==> config.mk <==
export PLATFORM = sky130hd
export DESIGN_NAME = oric_tape_encoder
export DESIGN_NICKNAME = d
export VERILOG_FILES = /design/src/rtl/oric_tape_pkg.sv /design/src/rtl/tape_bit_shaper.sv /design/src/rtl/oric_tape_encoder.sv
export SDC_FILE = /design/constraint.sdc
export NUM_CORES = 1
export LEC_CHECK = 0
export CORE_UTILIZATION = 55
export DETAILED_ROUTE_END_ITERATION = 6
export PLACE_DENSITY = 0.85
export SLEW_MARGIN = 20
export SYNTH_ARGS = -nofsm -noshare
export SYNTH_HDL_FRONTEND = slang
export SYNTH_SLANG_ARGS = --single-unit
==> constraint.sdc <==
create_clock -name clk_sys -period 5.86 [get_ports clk_sys]
set_clock_uncertainty 0.05 [all_clocks]
set_input_delay 1.172 -clock clk_sys [delete_from_list [all_inputs] [get_ports clk_sys]]
set_output_delay 1.172 -clock clk_sys [all_outputs]
set_load 0.005 [all_outputs]
==> src/rtl/oric_tape_pkg.sv <==
// Shared types and defaults for the Oric cassette encoder and
// a future decoder-side checker.
package oric_tape_pkg;
    typedef enum logic [2:0] {
        IDLE,
        START,
        DATA,
        PARITY,
        STOP
    } tape_state_t;

    localparam int DATA_BITS       = 8;
    localparam int HALF_CYCLES_DEF = 2496;
    localparam int STOP_BITS_DEF   = 4;
endpackage

==> src/rtl/tape_bit_shaper.sv <==
// One pulse cycle per bit: HIGH for H clocks, then LOW for H (bit 1)
// or 2H (bit 0). bit_last flags the final LOW clock.
module tape_bit_shaper
    import oric_tape_pkg::*;
#(
    parameter int HALF_CYCLES = HALF_CYCLES_DEF
) (
    input  logic clk_sys,
    input  logic reset,
    input  logic bit_start,
    input  logic bit_val,
    output logic level,
    output logic bit_last
);
    localparam int CW = $clog2(2 * HALF_CYCLES);
    localparam logic [CW-1:0] H_LAST  = CW'(HALF_CYCLES - 1);
    localparam logic [CW-1:0] H2_LAST = CW'(2 * HALF_CYCLES - 1);

    logic          active;
    logic          high;
    logic          val;
    logic [CW-1:0] cnt;

    assign level    = active & high;
    assign bit_last = active & ~high & (cnt == (val ? H_LAST : H2_LAST));

    // A start on the last LOW clock chains the next bit with no gap.
    always_ff @(posedge clk_sys) begin
        if (reset) begin
            active <= 1'b0;
            high   <= 1'b0;
            val    <= 1'b0;
            cnt    <= '0;
        end else if (bit_start) begin
            active <= 1'b1;
            high   <= 1'b1;
            val    <= bit_val;
            cnt    <= '0;
        end else if (active) begin
            if (high && cnt == H_LAST) begin
                high <= 1'b0;
                cnt  <= '0;
            end else if (bit_last) begin
                active <= 1'b0;
                cnt    <= '0;
            end else begin
                cnt <= cnt + 1'b1;
            end
        end
    end
endmodule

==> src/rtl/oric_tape_encoder.sv <==
// Byte-to-cassette transmitter: frames bytes in Oric fast format
// (start, 8 data LSB first, odd parity, stop bits) for K7_TAPEIN.
module oric_tape_encoder
    import oric_tape_pkg::*;
#(
    parameter int HALF_CYCLES = HALF_CYCLES_DEF,
    parameter int STOP_BITS   = STOP_BITS_DEF
) (
    input  logic       clk_sys,
    input  logic       reset,
    input  logic [7:0] byte_i,
    input  logic       byte_valid,
    output logic       byte_ready,
    output logic       tape_out,
    output logic       busy
);
    localparam int SW = $clog2(STOP_BITS + 1);
    localparam logic [SW-1:0] STOP_LAST = SW'(STOP_BITS - 1);
    localparam logic [2:0]    DATA_LAST = 3'(DATA_BITS - 1);

    tape_state_t state, state_n;
    logic [7:0]    shreg, shreg_n;
    logic          par, par_n;
    logic [2:0]    bit_cnt, bit_cnt_n;
    logic [SW-1:0] stop_cnt, stop_cnt_n;
    logic          accept;
    logic          bit_start;
    logic          bit_val;
    logic          bit_last;

    tape_bit_shaper #(
        .HALF_CYCLES(HALF_CYCLES)
    ) u_shaper (
        .clk_sys  (clk_sys),
        .reset    (reset),
        .bit_start(bit_start),
        .bit_val  (bit_val),
        .level    (tape_out),
        .bit_last (bit_last)
    );

    assign busy = (state != IDLE);

    always_ff @(posedge clk_sys) begin
        if (reset) begin
            state    <= IDLE;
            shreg    <= '0;
            par      <= 1'b0;
            bit_cnt  <= '0;
            stop_cnt <= '0;
        end else begin
            state    <= state_n;
            shreg    <= shreg_n;
            par      <= par_n;
            bit_cnt  <= bit_cnt_n;
            stop_cnt <= stop_cnt_n;
        end
    end

    always_comb begin
        state_n    = state;
        shreg_n    = shreg;
        par_n      = par;
        bit_cnt_n  = bit_cnt;
        stop_cnt_n = stop_cnt;
        bit_start  = 1'b0;
        bit_val    = 1'b1;

        unique case (state)
            IDLE:    byte_ready = ~reset;
            STOP:    byte_ready = ~reset & bit_last & (stop_cnt == STOP_LAST);
            default: byte_ready = 1'b0;
        endcase

        accept = byte_valid & byte_ready;

        // The FSM names the bit now on the wire; the next bit's value
        // is handed to the shaper on the current bit's last clock.
        if (accept) begin
            state_n   = START;
            shreg_n   = byte_i;
            par_n     = ~^byte_i;
            bit_start = 1'b1;
            bit_val   = 1'b0;
        end else if (bit_last) begin
            unique case (state)
                START: begin
                    state_n   = DATA;
                    bit_cnt_n = '0;
                    bit_start = 1'b1;
                    bit_val   = shreg[0];
                end
                DATA: begin
                    shreg_n   = shreg >> 1;
                    bit_start = 1'b1;
                    if (bit_cnt == DATA_LAST) begin
                        state_n = PARITY;
                        bit_val = par;
                    end else begin
                        bit_cnt_n = bit_cnt + 3'd1;
                        bit_val   = shreg[1];
                    end
                end
                PARITY: begin
                    state_n    = STOP;
                    stop_cnt_n = '0;
                    bit_start  = 1'b1;
                end
                STOP: begin
                    if (stop_cnt == STOP_LAST) begin
                        state_n = IDLE;
                    end else begin
                        stop_cnt_n = stop_cnt + 1'b1;
                        bit_start  = 1'b1;
                    end
                end
                default: ;
            endcase
        end
    end
endmodule
# ---- Word-level counts from Yosys, hierarchy flattened
# Cells that the tools add are included.
dict set report classes {
  add_sub_neg 3
  n_eq_ne 14
  n_mux 31
  bitwise 9
  reduce_logical 21
}
# operator n
set ops {}
lappend ops {{13-bit 2-to-1 mux} 3}
lappend ops {{8-bit 2-to-1 mux} 3}
lappend ops {{4-bit AND reduction} 4}
lappend ops {{1-bit 2-to-1 mux} 15}
lappend ops {{13-bit by 1-bit adder with 13-bit output (second input constant)} 1}
lappend ops {{13-bit by 12-bit equality test with 1-bit output (second input constant)} 1}
lappend ops {{13-bit equality test} 1}
lappend ops {{3-bit 2-to-1 mux} 4}
lappend ops {{3-bit case mux with 2 select lines} 2}
lappend ops {{3-bit case mux with 4 select lines} 1}
lappend ops {{2-bit nonzero test} 6}
lappend ops {{3-bit by 2-bit equality test with 1-bit output (second input constant)} 3}
lappend ops {{2-bit != test (second input constant)} 4}
lappend ops {{8-bit XNOR reduction} 1}
lappend ops {{3-bit by 1-bit adder with 3-bit output (second input constant)} 2}
lappend ops {{1-bit bitwise AND} 6}
lappend ops {{3-bit equality test (second input constant)} 2}
lappend ops {{3-bit != test (second input constant)} 2}
lappend ops {{1-bit case mux with 2 select lines} 3}
lappend ops {{5-bit nonzero test} 1}
lappend ops {{2-bit AND reduction} 2}
lappend ops {{4-bit nonzero test} 1}
lappend ops {{2-bit OR reduction} 2}
lappend ops {{3-bit by 1-bit equality test with 1-bit output (second input constant)} 1}
lappend ops {{other kinds (5)} 7}
dict set report totals {
  reg_bits 34
  input_bits 11
  wordCells 88
}

# ---- Longest topological paths before layout
dict set report logic_depth {
  ltp_word 10
  depth_mapped 8
  ltp_nobuf 8
}

# ---- Cells and area by module
# From an unflattened synthesis, not the netlist that was laid out.
dict set report hier_totals {
  cells_unflattened 235
  hier_area_um2 1941.9
}
# mod n_inst cells_each area_each_um2 seq_area_each_um2
set by_module_without_submodules {}
lappend by_module_without_submodules {oric_tape_encoder 1 122 1042.2 360.3}
lappend by_module_without_submodules {tape_bit_shaper 1 113 899.6 320.3}

# ---- Worst setup path before layout
# Ideal clock, no wire load.
dict set report synth_timing {
  kind {reg-to-output}
  start {reg u_shaper.cnt[7]}
  end {out byte_ready}
  arrival_ps 1792
  slack_ps 2846
  stages_incl_launch_ff 5
  n_path_buf 1
  cell_sequence {dfxtp_1 clkbuf_2 or4_4 a211o_1 a2111oi_0}
}
dict set report synth_between {
  elab_chain_cells 5
}
# item line_no
set synth_rtl {}
lappend synth_rtl {{start: declaration} tape_bit_shaper.sv:22} ;# logic [CW-1:0] cnt;
lappend synth_rtl {{start signal: assignment} tape_bit_shaper.sv:47} ;# cnt <= cnt + 1'b1;
lappend synth_rtl {{13-bit equality test} tape_bit_shaper.sv:25} ;# assign bit_last = active & ~high & (cnt == (val ? H_LAST : H2_LAST));
lappend synth_rtl {{1-bit bitwise AND} tape_bit_shaper.sv:25}
lappend synth_rtl {{1-bit bitwise AND (2 in a row)} oric_tape_encoder.sv:71} ;# STOP: byte_ready = ~reset & bit_last & (stop_cnt == STOP_LAST);
lappend synth_rtl {{1-bit case mux with 2 select lines} oric_tape_encoder.sv:69} ;# unique case (state)
lappend synth_rtl {{end: declaration} oric_tape_encoder.sv:13} ;# output logic byte_ready,
# Every way passes these cells.

# ---- Worst setup path after layout
dict set report layout_timing {
  start {in reset}
  end {out byte_ready}
}
dict set report layout_between {
  elab_chain_cells 4
}
# item line_no
set layout_rtl {}
lappend layout_rtl {{start: declaration} oric_tape_encoder.sv:10} ;# input logic reset,
lappend layout_rtl {{1-bit inverter (*)} {oric_tape_encoder.sv:70, oric_tape_encoder.sv:71}}
lappend layout_rtl {{1-bit bitwise AND (2 in a row)} oric_tape_encoder.sv:71}
lappend layout_rtl {{1-bit case mux with 2 select lines (*)} oric_tape_encoder.sv:69}
# Mark *: on every way between the ends. The rest lies on a longest branch, timed or not.

==> impl_results.md <==
- Max-slew headroom: 42.1%
- Library cells used by synthesis: 49
- Root Driver: clkbuf_4
- CP max stage cell: clkdlybuf4s50_1
- Port buffer count: 13
- Hold slack final: 0.409 ns
- Die H: 60.6 um
- PwrDens: 200 nW/um^2
- Fin crit share: 69.7%
- Syn avg cell area: 8.26 um^2
- Setup Viol. Count Final: 0
- Largest net degree at the start of global routing: 21
- HPWL Detailed: 2.69 mm
- Synth warn: 0
- Final core occ: 65.9%
- Async SR Flop Fraction: 0%
- Startpoint types: input pin
- Synth Area in Adders: 3.31%
- Slew Limit Fails: 0
- DR WL/cell: 13.3 um
- Die Span X: 60.6 um
- Synth Register Bits: 34
- Pre-antenna DRT Iters: 5
- Top FF cell, synth: dfxtp_1
- Critical Path AT: 2.86 ns
- CTS Buffer Depth: 2
- Via density: 5.84
- P_leak: 0.686 nW
- Pwr Total: 415 uW
- Final Non-Filler Cells: 283
- Hold Vio Cnt, Final: 0
- Synth Area in Simple Gates: 28.9%
- Placed Cells: 276
- CTS tree: built
- Worst setup EP type: primary output
- Post-synthesis mux area share: 5.36%
- Share of the synthesized area in the top cell type: 36.0%
- Main area contributors after synthesis: dfxtp_1, nand2_1, mux2i_1
- Syn Std Cell Area: 1890 um^2
- GRT Total Usage: 23.8%
- Post-synthesis sequential area ratio: 36.0%
- Post-route ant nets: 0
- Worst VDD drop: 0.000158 V
- Remaining global-route overflow: 0
- CP Cell Sequence: clkdlybuf4s50_1, a2111oi_0, clkdlybuf4s50_1
- First-pass GRT wire length: 6.49 mm
- Nets: 255
- Initial core utilization: 60.0%
- Area of the core: 3150 um^2
- Clock latency at the later pin of the worst-skew pair: 0.33 ns
- Max FO, Critical Path: 20
- Setup bufs post-CTS: 0
- Post_cts resized: 0
- Worst Tran Pin Value: 0.868 ns
- Hold_buf cts: 0
- CTS Sinks: 34
- Post-Place Worst Slack: 1.76 ns
- Outcome: finished, final reports clean
- Mapped Nets: 245
- Layout area overhead: 9.86%
- Vias in the first global route: 1447
- CP required: 4.64 ns
- Share of cells above drive strength 1: 6.69%
- Complex-gate fraction of the synthesized area: 18.0%
- Row count: 20
- Drt total wl: 3.75 mm
- Final Wtd Congestion: 0.877
- Most area-hungry cell type in the Yosys netlist: dfxtp_1
- Fill cells: 283
- Initial antenna violation count: 0
- Tightest Hold Check Type: register to register
- Total number of vias: 1653
- I/O pin count: 14
- DRT iter0 DRCs: 165
- CTS buffer count: 5
- Final worst slack: 1.78 ns
- CP most frequent cell: clkdlybuf4s50_1
- ANT cells: 0
- Post-synthesis instance total: 229
- Clock slew seen by the registers of the worst setup and hold paths: 0.10 ns
- Crit-path max cell delay: 0.70 ns
- Fin area: 2080 um^2
- Synth Area in XOR/XNOR: 5.10%
- Setup CP Type: input pin to primary output
- DRC viols: 0
- Max cap viols: 0
- Setup TNS: 0 ns
- RSZ-0062 raised after global routing: false
- Post-DP Area: 2030 um^2
- Largest family of logic cells by synthesized area: simple AND/OR/NAND/NOR gates
- Fmax: 0.245 GHz
- Die Area: 3680 um^2
- H-tree levels: 2
- Final min period: 4.08 ns
- Number of flops mapped to enable cells by yosys: 0
[final timing paths]
kind                            startpoint                        to  slack, ns  cells after the start
min reg2reg       stop_cnt[2]$_SDFFE_PP0P_  stop_cnt[2]$_SDFFE_PP0P_       0.41                      2
max                                  reset                byte_ready       1.78                      3
max reg2reg  u_shaper.cnt[11]$_SDFFE_PP0P_     shreg[4]$_SDFFE_PP0P_       3.04                      6
min               stop_cnt[2]$_SDFFE_PP0P_  stop_cnt[2]$_SDFFE_PP0P_       0.41                      2
[cell type report]
| cell class | count | area [um^2] | area share, % |
|---|---|---|---|
| flip-flops and latches | 34 | 681 | 32.8 |
| well taps | 44 | 55.1 | 2.65 |
| clock buffers | 7 | 45.0 | 2.17 |
| inverters | 5 | 18.8 | 0.904 |
| repair buffers | 13 | 130 | 6.27 |
| multi-input cells | 180 | 1150 | 55.2 |
[power by group]
part / switching [mW] / internal, mW / total, mW
Combinational: 0.0224 / 0.0250 / 0.0474
Clock: 0.0738 / 0.0453 / 0.119
Sequential: 0.00978 / 0.239 / 0.249
Total: 0.106 / 0.309 / 0.415
[worst max-delay path, delay by kind of cell]
kind	cells	cell delay (ns)
buffers and inverters	2	1.27
AO/OA/AOI/OAI	1	0.41
[cell usage after synthesis (3+ instances only)]
cell	instances
a21oi_1	17
a311oi_1	4
a31oi_1	3
clkbuf_1	7
dfxtp_1	34
ha_1	5
inv_1	5
mux2i_1	9
nand2_1	37
nand3_1	5
nand3b_1	6
nand4_1	4
nor2_1	16
nor3b_1	4
o21ai_0	14
or3_1	6
or4_1	4
xnor2_1	8
xor2_1	3
[placed cells by master, fill, tap and decap left out, types with 3 or more instances in the layout]
cell type,instances
a31oi_1,3
nand2_1,37
dfxtp_1,34
nand3b_1,6
mux2i_1,9
clkbuf_4,5
a311oi_1,4
a21oi_1,17
or4_1,4
clkdlybuf4s50_1,13
nand3_1,5
or3_1,6
nor3b_1,4
nand4_1,4
xor2_1,3
ha_1,5
inv_1,5
xnor2_1,8
nor2_1,16
o21ai_0,14
[routing by layer]
metal	part of all wire (%)	track usage [%]
met5	0	0
met4	0.59	8.77
met3	3.6	6.40
met2	47	37.7
met1	49	31.2
[flip-flops by register name, summed over array words and instances (netlist names)]
| name | count |
|---|---|
| u_shaper.cnt | 13 |
| shreg | 8 |
| bit_cnt | 3 |
| state | 3 |
| stop_cnt | 3 |
| par | 1 |
| u_shaper.active | 1 |
| u_shaper.high | 1 |
| u_shaper.val | 1 |
[kinds of logic after synthesis]
logic type	count (synthesis)
adders and majority gates	5
buffers and inverters	15
muxes	10
xor gates and xnor gates	11
DFF	34
and+or+nand+nor	101
AOI/OAI and AO/OA	53
(Power assumes the default switching activity.)
==> RTL change 1 (config.mk and constraints unchanged) <==
The 5 states of `tape_state_t` get a one-hot encoding in 5 bits.
--- a/src/rtl/oric_tape_pkg.sv
+++ b/src/rtl/oric_tape_pkg.sv
@@ -1,12 +1,12 @@
 // Shared types and defaults for the Oric cassette encoder and
 // a future decoder-side checker.
 package oric_tape_pkg;
-    typedef enum logic [2:0] {
-        IDLE,
-        START,
-        DATA,
-        PARITY,
-        STOP
+    typedef enum logic [4:0] {
+        IDLE   = 5'b00001,
+        START  = 5'b00010,
+        DATA   = 5'b00100,
+        PARITY = 5'b01000,
+        STOP   = 5'b10000
     } tape_state_t;
 
     localparam int DATA_BITS       = 8;
Function: same outputs for any inputs over 10 cycles, from zero or initial values and one cycle with reset high; not proved beyond that.
==> RTL change 1 against the original RTL <==
  * Hold slack worse by 0.0049 ns
  * Sequential cell count rose by 2
  * Power grew 24%
  * Synthesized area grew 8.5%
  * Largest cell class unchanged
  * Wire length up 20%
  * Design area rose by 9.2%
  * Critical path type unchanged
  * Synthesized cell count increased by 10%
  * Worst setup slack improved by 0.074 ns
==> RTL change 1: results (changes against the original RTL) <==
- The flow ran to the end, and the final reports show no timing, DRC or antenna violations.
- The number of cells produced by synthesis is 253 (+10%).
- The commonest cells after synthesis are 36 x sky130_fd_sc_hd__dfxtp_1, 29 x sky130_fd_sc_hd__a21oi_1, 27 x sky130_fd_sc_hd__nand2_1, 16 x sky130_fd_sc_hd__nor2_1, 13 x sky130_fd_sc_hd__nand3_1.
- The setup slack of the most critical reg-to-reg path is 3.07 ns (+0.03 ns).
- The maximum fanout encountered on the critical timing path was 22 (+10%).
- The maximum single-stage delay on the critical path is 0.80 ns (+0.10 ns).
- The routing usage on met1 is 33.7% (+2.5 points).
- The number of inverters outside the clock class in the layout is 8 (+3).
- The sequential share of power was 51.3% (-8.6 points).
- The layout buffering overhead excluding clock cells is 6.07% (-0.19 points).
- The final period demand of the worst path is 4.01 ns (-0.0744 ns).
- The met3 wire length was 259 um (+92%).
- The count of placed standard cells including taps is 300 (+8.7%).
- The clock-pin transition on the worst setup and hold timing paths was 0.07 ns (-0.03 ns).
- The arrival time of the worst setup path is 2.79 ns (-0.07 ns).
- The via count of the first global-routing pass came to 1705 (+18%).
- The count of buffers not belonging to the clock network in the layout came to 14 (+1).
- The net count after synthesis is 269 (+9.8%).
- The fraction of standard cell area in multi-input logic is 54.3% (-0.94 points).
- The number of placement rows came to 21 (+5.0%).
- The global routing usage summed across all routing layers is 24.5% (+0.72 points).
- The path depth of the worst reg2reg path was 5 (-1).
- The worst hold slack came to 0.404 ns (-0.00489 ns).
- The switching part of the total is 28.0% (+2.5 points).
- The routed metal-1 wirelength was 2.17 mm (+18%).
- The layout cell share with drive strength beyond 1 came to 5.34% (-1.4 points).
- In this run the critical register-to-register path is launched from u_shaper.cnt[6].
- The clock buffer and inverter area fraction after layout was 3.97% (+1.8 points).
- The pin slew with the least headroom to its limit is 0.884 ns (+0.0166 ns).
- The global routing usage on met2 is 36.3% (-1.4 points).
- The part of the Yosys area used for sequential elements is 35.1% (-0.88 points).
-- RTL change 1: cell types whose count changed after synthesis, moves of 6 or more --
cell                       change
sky130_fd_sc_hd__a21oi_1      +12
sky130_fd_sc_hd__mux2i_1       -6
sky130_fd_sc_hd__nand2_1      -10
sky130_fd_sc_hd__nand3_1       +8
sky130_fd_sc_hd__nand3b_1      -6
sky130_fd_sc_hd__nand4_1       +6
-- RTL change 1: cells by family after synthesis --
family | synth area share [%]
and+or+nand+nor | 27.1
buffers and inverters | 4.88
AOI/OAI and AO/OA | 24.1
xor gates and xnor gates | 4.27
adders and majority gates | 3.05
DFF | 35.1
muxes | 1.46
-- RTL change 1: through the flow --
| step | worst slack [ns] | util (%) | power [W] |
|---|---|---|---|
| floorplan | 3.08 | - | 0.000314 |
| global placement | 1.85 | 63.2 | 0.000336 |
| detailed placement | 1.84 | 63.2 | 0.000337 |
| CTS | 1.83 | 65.9 | 0.000518 |
| global route | 1.66 | 65.9 | 0.000537 |
| finish | 1.85 | 65.9 | 0.000515 |
==> RTL change 2 (same flow settings) <==
Made on the original files. Change the package constant `STOP_BITS_DEF` from 4 to 2.
--- a/src/rtl/oric_tape_pkg.sv
+++ b/src/rtl/oric_tape_pkg.sv
@@ -11,6 +11,6 @@
 
     localparam int DATA_BITS       = 8;
     localparam int HALF_CYCLES_DEF = 2496;
-    localparam int STOP_BITS_DEF   = 4;
+    localparam int STOP_BITS_DEF   = 2;
 endpackage
 
Formal check against the unedited RTL: same outputs for any inputs over 10 cycles, from zero or initial values and one cycle with reset high; that may be too few to reach the edited logic, so the function may still have changed.
==> RTL change 2 against the original RTL <==
  * Maximum frequency up 4.4%
  * First-iteration DRC count down 36%
  * Die area up 3.7%
  * Worst setup slack better by 0.17 ns
  * Design area up 4.9%
  * Global-route usage down 0.41 points
  * Synthesized area up 3.8%
  * Sequential cell count down 1
  * Synthesized cell count down 1.7%
  * Largest cell class unchanged
  * Sequential share of layout area down 2.5 points
  * Wire length up 5.4%
  * Power up 16%
==> RTL change 2: results (changes against the original RTL) <==
- The largest vdd supply drop is 0.148 mV (-6.7%).
- The mean number of vias per cell is 6.00 (+2.7%).
- The number of cells produced by synthesis is 225 (-1.7%).
- The layout net count was 250 (-2.0%).
- The maximum single-stage delay on the critical path is 0.64 ns (-0.06 ns).
- The adder-cell area share of the yosys netlist was 2.55% (-0.76 points).
- The arrival time of the worst setup path is 2.69 ns (-0.17 ns).
- The switching power of the nets is 0.000117 W (+11%).
- The via count of the first global-routing pass is 1510 (+4.4%).
- The post-synthesis compound-gate area fraction is 14.7% (-3.3 points).
- The clock-pin transition on the worst setup and hold timing paths is 0.10 ns (about the same).
- In the synthesized netlist, the cells that appear most often are 34 x sky130_fd_sc_hd__nand2_1, 33 x sky130_fd_sc_hd__dfxtp_1, 15 x sky130_fd_sc_hd__mux2i_1, 12 x sky130_fd_sc_hd__nor2_1, 11 x sky130_fd_sc_hd__a21oi_1.
- The number of distinct library cells after synthesis came to 48 (-2.0%).
- The flow ran to the end, and the final reports show no timing, DRC or antenna violations.
- The end point of the worst hold path is stop_cnt[1].
- The maximum fanout encountered on the critical timing path came to 11 (-45%).
- The reg-to-reg startpoint is u_shaper.active.
- The number of DRC violations after detailed-routing iteration 0 was 105 (-36%).
- The setup slack of the most critical reg-to-reg path came to 3.42 ns (+0.38 ns).
- The path depth of the worst reg2reg path is 5 (-1).
- The net count after synthesis came to 240 (-2.0%).
- The half-perimeter wire length of the detailed placement result is 2.75 mm (+2.4%).
- The endpoint identified for the worst register-to-register timing path is shreg[6].
- The routed wire length was 3.96 mm (+5.4%).
- The count of placed standard cells including taps came to 274 (-0.72%).
- The weighted congestion at the end of routability-driven global placement was 0.848 (-3.3%).
- The standby leakage power came to 0.844 nW (+23%).
- The proportion of synthesized area in mux cells is 13.0% (+7.6 points).
- The startpoint of the lowest-slack hold path is stop_cnt[1].
- The parity-gate share of the synthesized area counting xor and xnor cells was 4.46% (-0.63 points).
- The relative max-transition margin is 51.8% (+9.7 points).
- The part of the Yosys area used for sequential elements is 33.7% (-2.4 points).
- The layout cell share with drive strength beyond 1 is 11.0% (+4.3 points).
- Ranked by total cell area, the synthesized netlist is headed by sky130_fd_sc_hd__dfxtp_1 34%, sky130_fd_sc_hd__mux2i_1 7.6%, sky130_fd_sc_hd__nand2_1 6.5%.
- The total via count after detailed routing is 1692 (+2.4%).
- For this design, the slowest cell found on the critical path is sky130_fd_sc_hd__clkdlybuf4s50_1.
- The wire length of the first global-routing pass was 6.47 mm (-0.31%).
- The global routing usage summed across all routing layers came to 23.4% (-0.41 points).
- The pin count of the biggest net entering global routing is 18 (-14%).
- The number of port buffers is 13 (unchanged).
-- RTL change 2: per-stage QoR --
step	worst slack, ns	area [um^2]	hold WS [ns]	utilization (%)	power (W)
6_report	1.95	2180	0.408	64.3	0.000480
5_1_grt	1.86	2180	0.443	64.3	0.000496
4_1_cts	1.96	2180	0.411	64.2	0.000483
3_5_place_dp	1.98	2090	0.398	61.6	0.000301
3_3_place_gp	1.98	2090	0.391	61.6	0.000299
2_1_floorplan	3.06	1960	0.379	-	0.000284
-- RTL change 2: worst max-delay path: cells and delay by family --
family                 cells  cell delay [ns]
buffers and inverters      2             1.19
AND/OR/NAND/NOR            1             0.33
-- RTL change 2: layout make-up --
class                           count  area [um^2]
Tap cell                           46         57.6
Clock buffer                        6         51.3
Fill cell                         286         1210
Multi-Input combinational cell    171         1200
Timing Repair Buffer               13          130
Inverter                           11         41.3
Sequential cell                    33          661
Clock inverter                      2         37.5
-- RTL change 2: power groups by stage --
stage | logic (W) | registers [W] | clock network [W]
finish | 0.0000546 | 0.000241 | 0.000184
global route | 0.0000598 | 0.000243 | 0.000193
CTS | 0.0000551 | 0.000241 | 0.000187
detailed placement | 0.0000547 | 0.000247 | 0
global placement | 0.0000536 | 0.000246 | 0
floorplan | 0.0000422 | 0.000242 | 0
-- RTL change 2: how the worst max path moves through the flow --
stage,startpoint,endpoint,slack (ns),depth (start not counted)
after detailed placement,reset,byte_ready,1.98,3
final,reset,byte_ready,1.95,3
after global routing,u_shaper.active,byte_ready,1.86,6
after global placement,reset,byte_ready,1.98,3
after CTS,reset,byte_ready,1.96,3
after floorplan,reset,byte_ready,3.06,2
-- RTL change 2: layer usage --
metal	wire [um]	up-vias	GRT usage (%)
li1	-	843	-
met1	1740	805	26.7
met2	2020	40	42.9
met3	167	4	4.97
met4	29	0	8.57
met5	0	-	0
-- RTL change 2: cells by family (layout without fill, tap and decap cells) --
group,count (synthesis),after routing
simple gates,95,95
compound gates,40,40
flops,33,33
mux,22,22
buf+inv,21,32
xor+xnor,10,10
fa+ha+maj,4,4
